[config.mk]
export PLATFORM = sky130hd
export DESIGN_NAME = fir_coef_bank
export DESIGN_NICKNAME = d
export VERILOG_FILES = /design/src/rtl/fir_coef_bank.sv
export SDC_FILE = /design/constraint.sdc
export NUM_CORES = 2
export LEC_CHECK = 0
export ABC_AREA = 1
export BUFFER_PORTS_ARGS = -buffer_cell sky130_fd_sc_hd__buf_2
export CORE_MARGIN = 2
export CORE_UTILIZATION = 50
export DETAILED_ROUTE_END_ITERATION = 8
export GPL_TIMING_DRIVEN = 0
export HOLD_SLACK_MARGIN = 0.02
export PLACE_DENSITY_LB_ADDON = 0.12
export SLEW_MARGIN = 20
export SYNTH_ARGS = -nofsm -noshare
export SYNTH_HDL_FRONTEND = slang
export SYNTH_SLANG_ARGS = --single-unit
[constraint.sdc]
create_clock -name clk -period 2.55 [get_ports clk]
set_input_delay 0.255 -clock clk [delete_from_list [all_inputs] [get_ports clk]]
set_output_delay 0.255 -clock clk [all_outputs]
set_load 0.01 [all_outputs]
[src/rtl/fir_coef_bank.sv]
// fir_coef_bank: double-buffered FIR coefficient store.
// The filter reads the active bank while the host streams a new set into the
// shadow bank; a requested swap is applied only on a filter frame boundary.
module fir_coef_bank #(
    parameter int DATA_W = 16,
    parameter int DEPTH  = 64,
    parameter int ADDR_W = 6
) (
    input  logic              clk,
    input  logic              rst,
    input  logic              ld_start,
    input  logic              ld_valid,
    input  logic [DATA_W-1:0] ld_data,
    output logic              ld_ready,
    output logic              ld_done,
    input  logic              swap_req,
    input  logic              frame_sync,
    output logic              swap_pending,
    output logic              active_bank,
    input  logic              rd_en,
    input  logic [ADDR_W-1:0] rd_addr,
    output logic [DATA_W-1:0] rd_data,
    output logic              err
);

    typedef enum logic [1:0] {IDLE, LOAD, FULL, PEND} state_t;

    // Last shadow address, and the bank depth widened by one bit so that an
    // address range check works even when DEPTH == 2**ADDR_W.
    localparam logic [ADDR_W-1:0] LAST_ADDR = ADDR_W'(DEPTH - 1);
    localparam logic [ADDR_W:0]   DEPTH_LIM = (ADDR_W + 1)'(DEPTH);

    state_t            state, state_d;
    logic [ADDR_W-1:0] wcnt, wcnt_d;
    logic              wr_en;
    logic              done_d;
    logic              toggle;
    logic              start_ok;
    logic              err_set;

    // Both banks; the shadow bank is always the one not being read.
    logic [DATA_W-1:0] mem [2][DEPTH];

    assign ld_ready = (state == LOAD);

    // Next-state, write strobe, swap and error decode.
    // NOTE: every signal gets a default before the case so no path can leave
    // one unassigned and infer a latch.
    always_comb begin
        state_d  = state;
        wcnt_d   = wcnt;
        wr_en    = 1'b0;
        done_d   = 1'b0;
        toggle   = 1'b0;
        start_ok = 1'b0;
        err_set  = ld_valid && !ld_ready;
        case (state)
            IDLE: begin
                if (swap_req) err_set = 1'b1;
                if (ld_start) begin
                    state_d  = LOAD;
                    wcnt_d   = '0;
                    start_ok = 1'b1;
                end
            end
            LOAD: begin
                if (swap_req) err_set = 1'b1;
                if (ld_start) begin
                    // Restart wins over a word offered in the same cycle.
                    wcnt_d   = '0;
                    start_ok = 1'b1;
                end else if (ld_valid) begin
                    wr_en = 1'b1;
                    if (wcnt == LAST_ADDR) begin
                        state_d = FULL;
                        wcnt_d  = '0;
                        done_d  = 1'b1;
                    end else begin
                        wcnt_d = wcnt + 1'b1;
                    end
                end
            end
            FULL: begin
                if (ld_start) begin
                    state_d  = LOAD;
                    wcnt_d   = '0;
                    start_ok = 1'b1;
                end else if (swap_req) begin
                    if (frame_sync) begin
                        toggle  = 1'b1;
                        state_d = IDLE;
                    end else begin
                        state_d = PEND;
                    end
                end
            end
            PEND: begin
                if (ld_start) err_set = 1'b1;
                if (frame_sync) begin
                    toggle  = 1'b1;
                    state_d = IDLE;
                end
            end
            default: state_d = IDLE;
        endcase
    end

    // Control state register with synchronous reset.
    // NOTE: sequential state uses non-blocking assignments so every flop
    // samples the pre-edge values regardless of statement order.
    always_ff @(posedge clk) begin
        if (rst) begin
            state        <= IDLE;
            wcnt         <= '0;
            active_bank  <= 1'b0;
            ld_done      <= 1'b0;
            swap_pending <= 1'b0;
            err          <= 1'b0;
        end else begin
            state        <= state_d;
            wcnt         <= wcnt_d;
            ld_done      <= done_d;
            swap_pending <= (state_d == PEND);
            if (toggle) active_bank <= ~active_bank;
            if (err_set)       err <= 1'b1;
            else if (start_ok) err <= 1'b0;
        end
    end

    // Shadow-bank write port.
    // NOTE: the coefficient array is deliberately not reset; contents are
    // only meaningful after a load, and a reset would bloat the register file.
    always_ff @(posedge clk) begin
        if (wr_en) mem[~active_bank][wcnt] <= ld_data;
    end

    // Registered read of the active bank; out-of-range taps read as zero.
    always_ff @(posedge clk) begin
        if (rst) begin
            rd_data <= '0;
        end else if (rd_en) begin
            if ({1'b0, rd_addr} < DEPTH_LIM) rd_data <= mem[active_bank][rd_addr];
            else                             rd_data <= '0;
        end
    end

endmodule
==> out/metrics.cfg <==
[die]
die_w_microns=414
placement_rows=150
ios=50
total_die_area_sq_mm=0.171
start_util=0.503
floorplan.die.height_microns=414
core_region_area_sq_mm=0.167

[pwr]
design_internal_power_mw=55.5
combPwrFrac=0.051
p_leak_nw=35.5
netSwitchingFraction=0.227
total_power_mw=71.9
power_switching_mw=16.3
seq_power_share=0.522
power_per_cell_area_mw_per_mm2=713
worst_ir_drop_on_vdd_uv=767
clkPwrFrac=0.426

[final_layout]
final_cell_mix=2141 x nand2_1, 2048 x edfxtp_1, 1905 x nand3_1
final_layout_size_suffix_gt1_frac=0.158
final_net_count=7539
syn2layout_area_growth_pct=20.2
layout_commonest_cell=nand2_1
nFillCells=13171

[setup_path]
worst-endpoint-arrival_ns=3.54
startpoint_type=flop
worst-r2r-cell-count=13
crit_type=flop to flop
crit_path_capture_type=flop
reg2reg_to=rd_data[8]$_SDFFE_PP0P_
crit_fanout=10
reg2reg_setup_slack_ns=-0.18
worstPathRequired_ns=3.36

[cts]
clock_tree.buffer_depth=3
cts_buffers=210
clock_sink_count=2077
clk-insertion-delay-late_ns=0.88
cts-htree-levels=4
clock_tree_from_tritoncts=done
clkSlewWorstSetupHoldPaths_ns=0.06
ctsRootBufferMaster=clkbuf_16

[grt]
grt_start_max_net_pins=83
grt_pass1_wl_microns=464000
grt_pass1_vias=56431
grt_usage=0.402
grt-ovfl-total=0
grt_antenna_before_repair=18

[worst_hold_path]
whs_endpoint=rd_data[4]$_SDFFE_PP0P_
hold_path_startpoint=rd_addr[4]
worstHoldPathCells=6
min_path_type=input port to flop

[route]
antenna_left=0
wl_microns=347000
drc=0
number_of_vias_in_the_routed_layout=62564
drt_first_iter_violations=10815
drt-vias-per-instance=6.32
detail_route.first_pass.iterations=9
wl_per_cell_microns=35.1

[placed_design]
port_buffers=45
dp.final_hpwl_microns=236000
gpl.final_weighted_congestion=1.02

[synthesis]
synth_xor_xnor_area_share=0
main_combinational_cell_family_by_area_after_synthesis=simple AND/OR/NAND/NOR gates
synth_warn=0
mappedNetlistArea_sq_mm=0.0839
synth_nets=7019
synth_mux_area_frac=0
synth_cell_types=28
synth_simple_gate_area_frac=0.228
synth.yosys.seq_area_share=0.740
postSynthCellCount=6989
syn-mean-instance-area_sq_um=12.0
synth-seq-cells=2077
synth_compound_area_frac=0.00139
synthAdderAreaFrac=0.000149

[timing]
timing.final.hold_violations=0
timing.slew.headroom=0.0931
report.final.setup_viol=51
layout_setup_ws_ns=-0.178
period_share=1.07
slew_violations=0
clock-skew-final_ns=0.0352
fmax_mhz=367
worst-slew-pin-transition_ns=1.36
min_period_ns=2.73
setup_tns_ns=-1.87
rsz0062_at_grt=yes

[job]
drv.max_cap_violation_count=0

[outcome]
run_status=finished with violations
violations=setup timing

## per-stage QoR
step | hold WS (ns) | util | instances | area (sq um) | worst slack, ns
5_1_grt | 0.244 | 0.604 | 9893 | 101000 | -0.161
3_5_place_dp | 0.539 | 0.540 | 9330 | 90100 | -1.03
4_1_cts | 0.196 | 0.593 | 9846 | 98900 | -0.358
6_report | 0.238 | 0.604 | 9894 | 101000 | -0.178
2_1_floorplan | 0.354 | - | 6989 | 83900 | -0.0593
3_3_place_gp | 0.537 | 0.520 | 9238 | 86800 | -2.75
## layer usage
metal	share of wire	vias to the layer above	track usage
met5	0.00030	-	0
met4	0.053	14	0.184
met3	0.14	865	0.114
met2	0.43	4725	0.591
met1	0.38	30929	0.556
li1	-	26031	-
## layout make-up
type                            count  area [sq um]  share of cell area
Multi-Input combinational cell   4397         21200               0.210
Tap cell                         2204          2760              0.0274
Buffer                            469          3110              0.0308
Inverter                           44           179             0.00177
Timing Repair Buffer              310          4820              0.0478
Sequential cell                  2077         62100               0.616
Antenna cell                        1          2.50           0.0000248
Clock inverter                    110           995             0.00987
Clock buffer                      282          5670              0.0563
## what timing repair did
item | 4_1_cts | 5_1_grt
hold endpoints to repair | 917 | 0
buffers inserted | 99 | 48
resized for setup | 129 | 332
cloned | 0 | 1
hold buffers | 25 | 0
pin swaps | 58 | 49
setup endpoints to repair | 2024 | 1467
## critical path, stage by stage, from the launching register on
cell	delay, ns
dfxtp_1	0.34
buf_6	0.20
clkbuf_4	0.34
buf_4	0.31
nand2_1	0.08
nand3_1	0.10
nand3_1	0.09
nand3_1	0.23
nand3_2	0.23
nand3_1	0.22
nand3_4	0.17
nand3_2	0.19
nand2_1	0.08
inv_1	0.05
## Yosys cell counts, drive strengths merged
cell / n / share of area
nor4: 7 / 0.0016
dfxtp: 29 / 0.0069
nor3b: 1 / 0.000090
nor3: 14 / 0.00084
buf: 377 / 0.024
ha: 1 / 0.00015
a221oi: 1 / 0.00010
a31oi: 3 / 0.00022
nor2: 173 / 0.0079
o21bai: 1 / 0.000090
a21oi: 6 / 0.00036
edfxtp: 2048 / 0.73
nand2: 2141 / 0.096
and3: 1 / 0.000075
inv: 44 / 0.0020
nand3: 2039 / 0.12
o21ai: 6 / 0.00036
o22ai: 1 / 0.000075
a211oi: 2 / 0.00018
clkbuf: 94 / 0.0042
## sequential cells by signal (all words and copies together), names as in the netlist, named ones only
register and cells:
active_bank 1, state 2, swap_pending 1, rd_data 16, mem 2048, err 1
wcnt 6, ld_done 1
## power groups by stage
stage	logic [mW]	clock network (mW)	registers [mW]
floorplan	1.20	0	38.3
global route	3.72	31.8	37.5
detailed placement	3.30	0	38.3
CTS	3.39	30.6	37.5
global placement	3.15	0	38.3
finish	3.67	30.6	37.5
## cell families (layout without fill, tap and decap cells)
kind of cell | after synthesis | count (layout)
simple gates | 4376 | 4376
other cells | 0 | 1
compound gates | 20 | 20
buf+inv | 515 | 1215
flops | 2077 | 2077
fa+ha+maj | 1 | 1
## worst max path at each step
stage                               endpoint
finish               rd_data[8]$_SDFFE_PP0P_
global route        rd_data[12]$_SDFFE_PP0P_
floorplan              mem[0][144]$_DFFE_PP_
detailed placement  rd_data[12]$_SDFFE_PP0P_
global placement       mem[0][155]$_DFFE_PP_
CTS                    mem[0][540]$_DFFE_PP_
(Power assumes the default switching activity.)
